**src/rtl/ps2_mouse_init.sv**
```systemverilog
// PS/2 mouse bring-up: reset the mouse (0xFF), expect FA/AA/00, enable streaming (0xF4),
// expect FA, then hand the bus to the packet receiver. Retries on any protocol failure.
module ps2_mouse_init #(
   parameter int INHIBIT_CYCLES = 10000,
   parameter int TIMEOUT_CYCLES = 2000000,
   parameter int RETRY_MAX      = 3
) (
   input  logic       clk,
   input  logic       reset,
   input  logic       ps2_clk_i,
   input  logic       ps2_data_i,
   output logic       ps2_clk_oe,
   output logic       ps2_data_oe,
   output logic       stream_en,
   output logic       init_done,
   output logic       init_error,
   output logic       busy,
   output logic [2:0] retry_cnt
);

   localparam int CNT_MAX = (INHIBIT_CYCLES > TIMEOUT_CYCLES) ? INHIBIT_CYCLES : TIMEOUT_CYCLES;
   localparam int CW      = $clog2(CNT_MAX + 1);
   localparam logic [CW-1:0] INH_LAST  = CW'(INHIBIT_CYCLES - 1);
   localparam logic [CW-1:0] TMO_LAST  = CW'(TIMEOUT_CYCLES - 1);
   localparam logic [2:0]    RETRY_LIM = 3'(RETRY_MAX);

   localparam logic [3:0] S_IDLE    = 4'd0;
   localparam logic [3:0] S_INHIBIT = 4'd1;
   localparam logic [3:0] S_REQ     = 4'd2;
   localparam logic [3:0] S_TX_BITS = 4'd3;
   localparam logic [3:0] S_TX_ACK  = 4'd4;
   localparam logic [3:0] S_RX      = 4'd5;
   localparam logic [3:0] S_CHECK   = 4'd6;
   localparam logic [3:0] S_DONE    = 4'd7;
   localparam logic [3:0] S_ERROR   = 4'd8;

   // {odd parity, data}; the stop bit is implied by leaving TX_BITS
   function automatic logic [8:0] tx_frame(input logic [7:0] b);
      return {~^b, b};
   endfunction

   logic          clk_s1_q, clk_s2_q, clk_prev_q, dat_s1_q, dat_s2_q;
   logic          clk_s1_d, clk_s2_d, clk_prev_d, dat_s1_d, dat_s2_d;
   logic [3:0]    state_q, state_d;
   logic [CW-1:0] cnt_q, cnt_d;
   logic [3:0]    bit_cnt_q, bit_cnt_d;
   logic [8:0]    tx_shift_q, tx_shift_d;
   logic [10:0]   rx_shift_q, rx_shift_d;
   logic [1:0]    step_q, step_d;
   logic [2:0]    retry_q, retry_d;
   logic          clk_oe_q, clk_oe_d, data_oe_q, data_oe_d;
   logic          stream_q, stream_d, done_q, done_d, error_q, error_d, busy_q, busy_d;

   logic          fall, fail, wait_state;
   logic [10:0]   rx_frame;
   logic [7:0]    exp_byte;

   always_comb begin
      clk_s1_d   = ps2_clk_i;
      clk_s2_d   = clk_s1_q;
      clk_prev_d = clk_s2_q;
      dat_s1_d   = ps2_data_i;
      dat_s2_d   = dat_s1_q;
   end

   assign fall     = clk_prev_q & ~clk_s2_q;
   assign rx_frame = {dat_s2_q, rx_shift_q[10:1]};

   always_comb begin
      case (step_q)
         2'd0:    exp_byte = 8'hFA;
         2'd1:    exp_byte = 8'hAA;
         2'd2:    exp_byte = 8'h00;
         default: exp_byte = 8'hFA;
      endcase
   end

   always_comb begin
      state_d    = state_q;
      cnt_d      = cnt_q;
      bit_cnt_d  = bit_cnt_q;
      tx_shift_d = tx_shift_q;
      rx_shift_d = rx_shift_q;
      step_d     = step_q;
      retry_d    = retry_q;
      fail       = 1'b0;
      wait_state = 1'b0;

      case (state_q)
         S_IDLE: begin
            state_d    = S_INHIBIT;
            tx_shift_d = tx_frame(8'hFF);
            cnt_d      = '0;
            step_d     = 2'd0;
         end
         S_INHIBIT: begin
            if (cnt_q == INH_LAST) begin
               state_d = S_REQ;
               cnt_d   = '0;
            end else begin
               cnt_d = cnt_q + CW'(1);
            end
         end
         S_REQ: begin
            wait_state = 1'b1;
            if (fall) begin
               state_d   = S_TX_BITS;
               bit_cnt_d = 4'd0;
            end
         end
         S_TX_BITS: begin
            wait_state = 1'b1;
            if (fall) begin
               // edge while parity is on the wire: release data for the stop bit
               if (bit_cnt_q == 4'd8) begin
                  state_d = S_TX_ACK;
               end else begin
                  tx_shift_d = {1'b1, tx_shift_q[8:1]};
                  bit_cnt_d  = bit_cnt_q + 4'd1;
               end
            end
         end
         S_TX_ACK: begin
            wait_state = 1'b1;
            if (fall) begin
               if (!dat_s2_q) begin
                  state_d   = S_RX;
                  bit_cnt_d = 4'd0;
               end else begin
                  fail = 1'b1;
               end
            end
         end
         S_RX: begin
            wait_state = 1'b1;
            if (fall) begin
               rx_shift_d = rx_frame;
               if (bit_cnt_q == 4'd10) begin
                  if (!rx_frame[0] && rx_frame[10] && (^rx_frame[9:1]))
                     state_d = S_CHECK;
                  else
                     fail = 1'b1;
               end else begin
                  bit_cnt_d = bit_cnt_q + 4'd1;
               end
            end
         end
         S_CHECK: begin
            if (rx_shift_q[8:1] != exp_byte) begin
               fail = 1'b1;
            end else begin
               cnt_d     = '0;
               bit_cnt_d = 4'd0;
               case (step_q)
                  2'd2: begin
                     state_d    = S_INHIBIT;
                     tx_shift_d = tx_frame(8'hF4);
                     step_d     = 2'd3;
                  end
                  2'd3:    state_d = S_DONE;
                  default: begin
                     state_d = S_RX;
                     step_d  = step_q + 2'd1;
                  end
               endcase
            end
         end
         S_DONE:  state_d = S_DONE;
         S_ERROR: state_d = S_ERROR;
         default: state_d = S_IDLE;
      endcase

      // one counter serves both the inhibit timer and the edge-to-edge watchdog
      if (wait_state) begin
         if (fall)
            cnt_d = '0;
         else if (cnt_q == TMO_LAST)
            fail = 1'b1;
         else
            cnt_d = cnt_q + CW'(1);
      end

      if (fail) begin
         state_d    = (retry_q < RETRY_LIM) ? S_INHIBIT : S_ERROR;
         retry_d    = (retry_q == 3'd7) ? retry_q : retry_q + 3'd1;
         tx_shift_d = tx_frame(8'hFF);
         cnt_d      = '0;
         bit_cnt_d  = 4'd0;
         step_d     = 2'd0;
      end

      clk_oe_d  = (state_d == S_INHIBIT);
      data_oe_d = (state_d == S_REQ) || ((state_d == S_TX_BITS) && !tx_shift_d[0]);
      stream_d  = (state_d == S_DONE);
      done_d    = (state_d == S_DONE);
      error_d   = (state_d == S_ERROR);
      busy_d    = (state_d != S_DONE) && (state_d != S_ERROR);
   end

   always_ff @(posedge clk or posedge reset) begin
      if (reset) begin
         clk_s1_q   <= 1'b0;
         clk_s2_q   <= 1'b0;
         clk_prev_q <= 1'b0;
         dat_s1_q   <= 1'b0;
         dat_s2_q   <= 1'b0;
         state_q    <= S_IDLE;
         cnt_q      <= '0;
         bit_cnt_q  <= 4'd0;
         tx_shift_q <= 9'd0;
         rx_shift_q <= 11'd0;
         step_q     <= 2'd0;
         retry_q    <= 3'd0;
         clk_oe_q   <= 1'b0;
         data_oe_q  <= 1'b0;
         stream_q   <= 1'b0;
         done_q     <= 1'b0;
         error_q    <= 1'b0;
         busy_q     <= 1'b0;
      end else begin
         clk_s1_q   <= clk_s1_d;
         clk_s2_q   <= clk_s2_d;
         clk_prev_q <= clk_prev_d;
         dat_s1_q   <= dat_s1_d;
         dat_s2_q   <= dat_s2_d;
         state_q    <= state_d;
         cnt_q      <= cnt_d;
         bit_cnt_q  <= bit_cnt_d;
         tx_shift_q <= tx_shift_d;
         rx_shift_q <= rx_shift_d;
         step_q     <= step_d;
         retry_q    <= retry_d;
         clk_oe_q   <= clk_oe_d;
         data_oe_q  <= data_oe_d;
         stream_q   <= stream_d;
         done_q     <= done_d;
         error_q    <= error_d;
         busy_q     <= busy_d;
      end
   end

   assign ps2_clk_oe  = clk_oe_q;
   assign ps2_data_oe = data_oe_q;
   assign stream_en   = stream_q;
   assign init_done   = done_q;
   assign init_error  = error_q;
   assign busy        = busy_q;
   assign retry_cnt   = retry_q;

endmodule

```
**config.mk**
```make
export PLATFORM = sky130hd
export DESIGN_NAME = ps2_mouse_init
export DESIGN_NICKNAME = d
export VERILOG_FILES = /design/src/rtl/ps2_mouse_init.sv
export SDC_FILE = /design/constraint.sdc
export NUM_CORES = 1
export LEC_CHECK = 0
export ABC_CLOCK_PERIOD_IN_PS = 7130
export CAP_MARGIN = 20
export CORE_MARGIN = 4
export CORE_UTILIZATION = 45
export CTS_CLUSTER_SIZE = 40
export DETAILED_ROUTE_END_ITERATION = 16
export SETUP_SLACK_MARGIN = 0.5
export SKIP_LAST_GASP = 1
export SLEW_MARGIN = 20
export SYNTH_ARGS = -nofsm -noshare
export SYNTH_HDL_FRONTEND = slang
export SYNTH_SLANG_ARGS = --single-unit
export TNS_END_PERCENT = 1
```
**constraint.sdc**
```tcl
create_clock -name clk -period 7.13 [get_ports clk]
set_input_delay 1.426 -clock clk [delete_from_list [all_inputs] [get_ports clk]]
set_output_delay 1.426 -clock clk [all_outputs]
set_load 0.05 [all_outputs]
```
==> qor.csv, run 1 <==
metric;value;unit
largest net degree at the start of global routing;64;
cell area after placement;3625;µm²
Resize count post-CTS;0;
most common library cells after synthesis;63 x sky130_fd_sc_hd__dfrtp_1, 24 x sky130_fd_sc_hd__a21oi_1, 22 x sky130_fd_sc_hd__nor2_1, 14 x sky130_fd_sc_hd__nand2_1, 14 x sky130_fd_sc_hd__nor3_1;
number of filler cells placed in the layout;663;
number of cells traversed by the worst hold path;0;
share of cells above drive strength 1;10.63;%
Detailed Routing Iterations Pass 1;4;
area of the die;9131;µm²
most used standard cell by instance count after synthesis;sky130_fd_sc_hd__dfrtp_1;
Residual DRC;0;
Crit-path slowest cell;sky130_fd_sc_hd__clkdlybuf4s50_1;
number of vias in the routed layout;2650;
library cell with the largest summed area after synthesis;sky130_fd_sc_hd__dfrtp_1;
area taken by flip-flops and latches;1577;µm²
number of antenna cells inserted;0;
setup repair after global routing missed its margin;no;
Bufs and invs on worst path;1;
buffer depth of the longest clock path;2;
synthesized area per cell;10.36;µm²
number of cells in the finished layout apart from fillers;447;
kind of start point of the critical path;register;
initial antenna violation count;0;
leakage power figure;1.630;nW
Max FO, Critical Path;4;
Power per Cell Area;192.9;nW/µm²
portion of the post-synthesis area used by sequential elements;45.70;%
kind of end point of the critical path;output port;
clock insertion delay at the later pin of the skew report;0.35;ns
count of pins on the block boundary;13;
flip-flop cell with the highest count after synthesis;sky130_fd_sc_hd__dfrtp_1;
area fraction of the dominant cell type after synthesis;45.70;%
result of the run;finished clean;
final period demand of the worst path;3.025;ns
share of async-settable or async-resettable flops after synthesis;100.0;%
max-cap violation count;0;
Worst Skew;0.01173;ns
Hold Worst Slack;0.3528;ns
final core area utilization;52.39;%
Worst Hold Class;register to register;
cts hold-fix bufs;0;
total clock sinks;63;
Mapped Nets;347;
dominant cells by area after synthesis;sky130_fd_sc_hd__dfrtp_1 46%, sky130_fd_sc_hd__ha_1 3.6%, sky130_fd_sc_hd__mux2_2 3.6%;
number of buffers inserted during clock tree synthesis;9;
yosys synthesis warning count;0;
arrival time at the worst endpoint;1.60;ns
post-CTS setup buffers;0;
wire per inst;16.79;µm
post-synthesis cell area;3450;µm²
Total Power Consumption;0.7450;mW
worst reg2reg path depth;6;
final max-slew violation count;0;
HPWL after DPL;5060;µm
area of all placed cells without fillers;3861;µm²
die width;95.56;µm
upper clock frequency limit;330.6;MHz
crit-path cells;clkdlybuf4s50_1;
remaining global-route overflow;0;
Netlist cell types;62;
area added between synthesis and finish;11.93;%
Critical Path Stages;1;
die height;95.56;µm
global router's overall resource usage;18.07;%
final weighted congestion in routability-driven placement;0.8522;
global-route wire length before repair;12720;µm
DP Worst Slack;4.255;ns
number of flops mapped to enable cells by yosys;0;
Setup TNS Final;0;ns
Via density;5.928;
CP delay by family, top;buffers and inverters;
vias in the first global route;2537;
area taken by multi-input logic gates;1752;µm²
final cycle utilization of the critical path;42.43;%
count of routing violations after the opening detailed-route iteration;211;
Slew @ Worst Pin;0.9488;ns
Detailed Route WL;7505;µm
maximum level of the CTS H-tree;3;
synthesis-stage register bit count;63;
placeable core region;7370;µm²
final setup violation count;0;
placed cell count;431;
Cell Rows;31;
# port buffers;12;
initial core utilization;46.81;%
worst path setup slack after routing;4.105;ns
net count of the finished layout;357;
largest voltage drop on the vdd net;115.2;µV
path type of the worst setup path;register to output port;
clock tree from TritonCTS;done;
number of hold violations in the final report;0;
largest incremental delay on the critical path;0.84;ns
clock root buffer master;sky130_fd_sc_hd__clkbuf_8;
clock-pin slew on the worst setup and hold paths;0.07;ns
number of instances in the synthesized netlist;333;
number of nets still failing antenna checks after routing;0;
Crit path required time;5.70;ns
max_slew headroom;36.26;%
flip-flops by register name, summed over array words and instances (netlist names), 2 cells and up:
signal	count
bit_cnt_q	4
cnt_q	21
retry_cnt	3
rx_shift_q	10
state_q	4
step_q	2
tx_shift_q	9
logic make-up (layout without fill, tap and decap cells):
family / after synthesis / in the layout / synth area share, %
flip-flops: 63 / 63 / 45.70
adder cells (fa/ha/maj): 10 / 10 / 3.627
buffers and inverters: 25 / 40 / 3.518
AND/OR/NAND/NOR: 122 / 122 / 20.35
AO/OA/AOI/OAI: 92 / 92 / 19.77
multiplexers: 13 / 13 / 4.171
XOR/XNOR: 8 / 8 / 2.866
cells in the final DEF (no fill, tap or decap), types with 4 or more instances in the layout:
| cell type | instances |
|---|---|
| sky130_fd_sc_hd__o21ai_0 | 10 |
| sky130_fd_sc_hd__a21oi_1 | 24 |
| sky130_fd_sc_hd__clkdlybuf4s50_1 | 12 |
| sky130_fd_sc_hd__inv_1 | 9 |
| sky130_fd_sc_hd__nand4_1 | 4 |
| sky130_fd_sc_hd__nor4_1 | 4 |
| sky130_fd_sc_hd__nor3_1 | 14 |
| sky130_fd_sc_hd__a211oi_1 | 8 |
| sky130_fd_sc_hd__a221o_1 | 7 |
| sky130_fd_sc_hd__or3_1 | 4 |
| sky130_fd_sc_hd__a311oi_1 | 13 |
| sky130_fd_sc_hd__dfrtp_1 | 63 |
| sky130_fd_sc_hd__a31oi_1 | 5 |
| sky130_fd_sc_hd__mux2_2 | 11 |
| sky130_fd_sc_hd__nand3b_1 | 6 |
| sky130_fd_sc_hd__nor2_1 | 22 |
| sky130_fd_sc_hd__nand2_1 | 14 |
| sky130_fd_sc_hd__and3_1 | 11 |
| sky130_fd_sc_hd__ha_1 | 10 |
| sky130_fd_sc_hd__nand3_1 | 11 |
| sky130_fd_sc_hd__nand2b_1 | 7 |
| sky130_fd_sc_hd__clkbuf_8 | 9 |
path summary, 6_finish.rpt:
check,startpoint,endpoint,slack [ns]
setup / recovery,retry_cnt[0],retry_cnt[0],4.11
hold / removal,clk_s1_q,clk_prev_d,0.35
setup reg to reg,cnt_q[8],cnt_q[10],4.23
hold reg to reg,clk_s1_q,clk_prev_d,0.35
max in group asynchronous,reset,rx_shift_q[6],4.98
min in group asynchronous,reset,cnt_q[0],1.63
cell type report:
cell class	count	share of cell area, %
sequential	63	40.83
timing repair buffer	14	3.500
clock buffer	10	3.305
tap	99	3.208
multi-input combinational	245	45.37
inverter	10	0.9721
clock inverter	6	2.819
routing by layer:
metal	part of all wire [%]	vias up	wire length, µm	global-route usage [%]
met5	0	-	0	0
met1	50	1292	3767	26.31
met4	1.7	0	129	7.109
met2	44	45	3273	25.42
met3	4.5	12	335	4.815
li1	-	1301	-	-
power by group:
| part | internal [mW] | switching (mW) |
|---|---|---|
| Clock | 0.232 | 0.142 |
| Sequential | 0.359 | 0.000705 |
| Combinational | 0.00272 | 0.00876 |
| Total | 0.593 | 0.152 |
No activity file was read; power rests on OpenSTA's default activity.
==> run 2: changes to the inputs <==
Settings changed: ABC_CLOCK_PERIOD_IN_PS 7130 to 2900.
Clock period 7.13 ns to 2.9 ns, I/O delays scaled along.
==> run 2 against run 1 <==
Compared with the run above:
- flip-flop and latch count stayed put
- non-clock buffer count is 20 higher
- combinational power grew to 2.7 times the previous value
- clock skew is essentially flat
- largest power group is now registers
- largest cell class unchanged
==> qor.csv, run 2 (same netlist as run 1, synthesis figures left out) <==
metric;value;unit
placed cell count;444;
arrival time at the worst endpoint;2.67;ns
crit-path cells;or4b_4, or3_1, o31a_1, a211oi_2, nand2_1, a2111oi_2;
Reg power frac;51.0;%
leakage power figure;1.731;nW
initial antenna violation count;0;
max_slew headroom;63.42;%
number of buffers inserted during clock tree synthesis;9;
wire per inst;17.42;µm
clock-pin slew on the worst setup and hold paths;0.08;ns
vias in the first global route;2732;
CP delay by family, top;simple AND/OR/NAND/NOR gates;
clock tree from TritonCTS;done;
number of flip-flops under the largest register name;21;
Detailed Routing Iterations Pass 1;4;
number of vias in the routed layout;2800;
Slew @ Worst Pin;0.5475;ns
area added between synthesis and finish;18.50;%
HPWL after DPL;5647;µm
final cycle utilization of the critical path;84.28;%
cts hold-fix bufs;0;
Worst Skew;0.01221;ns
max-cap violation count;0;
switching share of power;21.66;%
Crit-path slowest cell;sky130_fd_sc_hd__or4b_4;
final max-slew violation count;0;
number of antenna cells inserted;0;
maximum level of the CTS H-tree;3;
area of the die;9131;µm²
die height;95.56;µm
Worst Hold Class;register to register;
Detailed Route WL;8133;µm
final setup violation count;0;
net count of the finished layout;377;
count of pins on the block boundary;13;
# port buffers;12;
Residual DRC;0;
part of the total power dissipated in the clock network;47.2;%
internal power summed over all cells;1.357;mW
Crit path required time;3.13;ns
count of routing violations after the opening detailed-route iteration;170;
Hold Worst Slack;0.3518;ns
Setup TNS Final;0;ns
commonest cells after routing, fill and taps aside;60 x sky130_fd_sc_hd__dfrtp_1, 24 x sky130_fd_sc_hd__a21oi_1, 22 x sky130_fd_sc_hd__nor2_1;
largest net degree at the start of global routing;42;
final weighted congestion in routability-driven placement;0.9254;
largest incremental delay on the critical path;0.54;ns
global router's overall resource usage;19.77;%
Via density;5.996;
clock root buffer master;sky130_fd_sc_hd__clkbuf_8;
top flop regs;cnt_q: 21 flops, rx_shift_q: 10 flops, tx_shift_q: 9 flops;
result of the run;finished clean;
largest voltage drop on the vdd net;266.1;µV
path type of the worst setup path;register to register;
global-route wire length before repair;13740;µm
number of cells in the finished layout apart from fillers;467;
placeable core region;7370;µm²
initial core utilization;46.81;%
final period demand of the worst path;2.444;ns
die width;95.56;µm
Max FO, Critical Path;4;
total clock sinks;63;
Bufs and invs on worst path;0;
remaining global-route overflow;0;
commonest non-fill, non-tap cell in the layout;sky130_fd_sc_hd__dfrtp_1;
Cell Rows;31;
number of filler cells placed in the layout;653;
number of nets still failing antenna checks after routing;0;
buffer depth of the longest clock path;2;
upper clock frequency limit;409.1;MHz
clock insertion delay at the later pin of the skew report;0.35;ns
combinational fraction of design power;1.8;%
register name with the most flops;cnt_q;
number of hold violations in the final report;0;
setup repair after global routing missed its margin;yes;
switching power;0.3753;mW
kind of end point of the critical path;register;
Power per Cell Area;423.9;nW/µm²
share of cells above drive strength 1;19.29;%
kind of start point of the critical path;register;
run 2: stage by stage:
| stage | setup WS, ns | area [µm²] | power, mW | utilization, % |
|---|---|---|---|---|
| finish | 0.4559 | 4088 | 1.733 | 55.47 |
| global route | 0.3325 | 4088 | 1.799 | 55.47 |
| CTS | 0.4221 | 4021 | 1.750 | 54.57 |
| detailed placement | 0.2840 | 3747 | 0.9332 | 50.85 |
| global placement | 0.3180 | 3747 | 0.9323 | 50.85 |
| floorplan | 0.5585 | 3450 | 0.9178 | - |
run 2: area by class of cell:
type                       count  area [µm²]  share of cell area (%)
multi-input combinational    245        1818                   44.47
clock inverter                 4       52.55                   1.286
clock buffer                  12       165.2                   4.040
inverter                      10       37.54                  0.9183
tap                           99       123.9                   3.030
sequential                    63        1580                   38.66
timing repair buffer          34       310.3                   7.591
run 2: path summary, 6_finish.rpt:
kind / start / to / slack [ns] / cells past startpoint
worst max-delay path: cnt_q[11] / ps2_data_oe / 0.46 / 6
worst min-delay path: clk_s1_q / clk_prev_d / 0.35 / 0
worst max register to register: cnt_q[11] / ps2_data_oe / 0.46 / 6
worst min register to register: clk_s1_q / clk_prev_d / 0.35 / 0
max in group asynchronous: reset / state_q[1] / 1.68 / 3
min in group asynchronous: reset / cnt_q[7] / 0.60 / 2
run 2: power by group through the flow:
stage / sequential (mW) / combinational (mW) / clock (mW)
global placement: 0.900 / 0.0319 / 0
finish: 0.884 / 0.0315 / 0.817
floorplan: 0.900 / 0.0177 / 0
global route: 0.883 / 0.0358 / 0.879
CTS: 0.884 / 0.0325 / 0.833
detailed placement: 0.901 / 0.0326 / 0
run 2: worst reg2reg max path: stages, from the launching register on:
cell,delay [ns]
sky130_fd_sc_hd__dfrtp_1,0.42
sky130_fd_sc_hd__or4b_4,0.54
sky130_fd_sc_hd__or3_1,0.35
sky130_fd_sc_hd__o31a_1,0.30
sky130_fd_sc_hd__a211oi_2,0.25
sky130_fd_sc_hd__nand2_1,0.15
sky130_fd_sc_hd__a2111oi_2,0.32
run 2: repair_timing:
action / 4_1_cts / 5_1_grt
cloned: 0 / 0
endpoints found under the setup margin: 32 / 43
setup buffers: 4 / 3
resized for setup: 7 / 10
pin swaps: 4 / 1
run 2: metal layers:
layer  GRT usage, %  vias to the layer above  part of all wire [%]
li1               -                     1345                     -
met1          28.65                     1370                    48
met2          29.24                       74                    45
met3          4.420                       11                   5.0
met4          6.398                        0                   1.7
met5              0                        -                     0
==> run 3: changes to the inputs <==
Settings changed: ABC_CLOCK_PERIOD_IN_PS 2900 to 2200.
Clock period 2.9 ns to 2.2 ns, I/O delays scaled along.
==> run 3 against run 2 <==
Compared with the run above:
- the flow now finishes with violations (setup timing)
- worst setup slack lost 0.65 ns
- clock power grew 38%
- flip-flop and latch count is the same
- power increased by 35%
- global-route usage up 0.32 points
- largest cell class unchanged
- highest routed layer unchanged
==> qor.csv, run 3 (same netlist as run 1, synthesis figures left out) <==
metric;value;unit
DP Worst Slack;-0.1925;ns
buffer depth of the longest clock path;2;
kind of end point of the critical path;register;
area added between synthesis and finish;29.38;%
Hold Worst Slack;0.3673;ns
clock root buffer master;sky130_fd_sc_hd__clkbuf_8;
Worst Hold Class;register to register;
# port buffers;12;
max_slew headroom;61.12;%
Detailed Routing Iterations Pass 1;4;
number of cells traversed by the worst hold path;0;
number of nets still failing antenna checks after routing;0;
worst r2r dst;ps2_data_oe;
global router's overall resource usage;20.09;%
clock-pin slew on the worst setup and hold paths;0.07;ns
Worst Skew;0.01302;ns
worst path setup slack after routing;-0.1949;ns
wire per inst;15.79;µm
end point of the worst hold path;clk_prev_d;
Crit path required time;2.43;ns
Bufs and invs on worst path;2;
arrival time at the worst endpoint;2.62;ns
number of hold violations in the final report;0;
number of antenna cells inserted;0;
commonest cells after routing, fill and taps aside;71 x sky130_fd_sc_hd__buf_4, 63 x sky130_fd_sc_hd__dfrtp_1, 23 x sky130_fd_sc_hd__a21oi_1;
number of filler cells placed in the layout;649;
final core area utilization;60.56;%
final setup violation count;35;
area of the die;9131;µm²
number of cells in the finished layout apart from fillers;519;
Total Power Consumption;2.336;mW
cell area after placement;4215;µm²
placed cell count;503;
crit-path cells;inv_1, buf_4, ha_1, and3b_1, o21ai_0, o221ai_2, nand2b_1, a221o_1, a2111oi_4;
result of the run;finished with violations;
final max-slew violation count;0;
Slew @ Worst Pin;0.5754;ns
net count of the finished layout;429;
maximum level of the CTS H-tree;3;
clock insertion delay at the later pin of the skew report;0.33;ns
initial core utilization;46.81;%
Crit-path slowest cell;sky130_fd_sc_hd__a2111oi_4;
final period demand of the worst path;2.395;ns
initial antenna violation count;0;
worst reg2reg path depth;9;
HPWL after DPL;5966;µm
vias in the first global route;2870;
global-route wire length before repair;14150;µm
setup slack of the most critical reg-to-reg path;-0.19;ns
setup repair after global routing missed its margin;yes;
Residual DRC;0;
top flop regs;cnt_q: 21 flops, rx_shift_q: 10 flops, tx_shift_q: 9 flops;
Max FO, Critical Path;2;
number of buffers inserted during clock tree synthesis;9;
Cell Rows;31;
kind of start point of the critical path;register;
largest incremental delay on the critical path;0.37;ns
cts hold-fix bufs;0;
total clock sinks;63;
number of flip-flops under the largest register name;21;
worst hold start;clk_s1_q;
Power per Cell Area;523.4;nW/µm²
Detailed Route WL;8193;µm
final cycle utilization of the critical path;108.9;%
share of cells above drive strength 1;26.90;%
max-cap violation count;0;
die width;95.56;µm
die height;95.56;µm
count of pins on the block boundary;13;
leakage power figure;2.020;nW
number of vias in the routed layout;2938;
path type of the worst setup path;register to register;
CP delay by family, top;compound AO/OA/AOI/OAI gates;
post-CTS setup buffers;0;
register name with the most flops;cnt_q;
violations in the final reports;setup timing;
commonest non-fill, non-tap cell in the layout;sky130_fd_sc_hd__buf_4;
Setup TNS Final;-3.078;ns
largest net degree at the start of global routing;64;
reg-to-reg startpoint;bit_cnt_q[0];
placeable core region;7370;µm²
area of all placed cells without fillers;4463;µm²
upper clock frequency limit;417.6;MHz
Via density;5.661;
largest voltage drop on the vdd net;481.4;µV
clock tree from TritonCTS;done;
remaining global-route overflow;0;
count of routing violations after the opening detailed-route iteration;227;
final weighted congestion in routability-driven placement;0.8689;
==> run 3: changes by cell type in the layout (fill, tap and decap cells not counted), moves of 2 or more <==
cell / previous run / this run
sky130_fd_sc_hd__clkinvlp_4: 3 / 0
sky130_fd_sc_hd__clkbuf_1: 0 / 2
sky130_fd_sc_hd__dfrtp_2: 3 / 0
sky130_fd_sc_hd__nor4_1: 2 / 4
sky130_fd_sc_hd__nor4_2: 2 / 0
sky130_fd_sc_hd__buf_4: 20 / 71
sky130_fd_sc_hd__dfrtp_1: 60 / 63
==> run 3: layout make-up <==
| class | count | area, µm² | area share (%) |
|---|---|---|---|
| Multi-Input combinational cell | 245 | 1788 | 40.06 |
| Sequential cell | 63 | 1577 | 35.32 |
| Timing Repair Buffer | 86 | 713.2 | 15.98 |
| Clock buffer | 13 | 158.9 | 3.560 |
| Tap cell | 99 | 123.9 | 2.775 |
| Clock inverter | 3 | 65.06 | 1.458 |
| Inverter | 10 | 37.54 | 0.8410 |
==> run 3: where the power goes <==
| group | internal [mW] | leakage (nW) | switching, mW |
|---|---|---|---|
| Combinational | 0.0137 | 1.11 | 0.0295 |
| Clock | 0.700 | 0.114 | 0.428 |
| Sequential | 1.16 | 0.796 | 0.00260 |
==> run 3: worst reg2reg max path: cells and delay by family, from the launching register on <==
kind / cells / cell delay [ns]
compound gates: 4 / 1.24
fa+ha+maj: 1 / 0.17
buf+inv: 2 / 0.17
flops: 1 / 0.34
simple gates: 2 / 0.37
==> run 3: how the worst max path moves through the flow <==
| stage | start | end | cells after the start |
|---|---|---|---|
| after global routing | cnt_q[7] | ps2_data_oe | 6 |
| after global placement | cnt_q[7] | ps2_data_oe | 6 |
| after CTS | cnt_q[7] | ps2_data_oe | 6 |
| final | bit_cnt_q[0] | ps2_data_oe | 9 |
| after floorplan | cnt_q[7] | cnt_q[7] | 7 |
| after detailed placement | cnt_q[7] | ps2_data_oe | 6 |
==> run 3: what timing repair did <==
item | in CTS | in global routing
pin swaps | 0 | 0
gates cloned | 0 | 0
endpoints found under the setup margin | 57 | 65
gates resized for setup | 0 | 4
==> run 3: routing by layer <==
layer	global-route usage [%]	up-vias	wire, µm
met1	30.62	1424	4251
met4	6.872	0	87
met2	28.08	58	3558
li1	-	1448	-
met3	4.104	8	295
met5	0	-	0
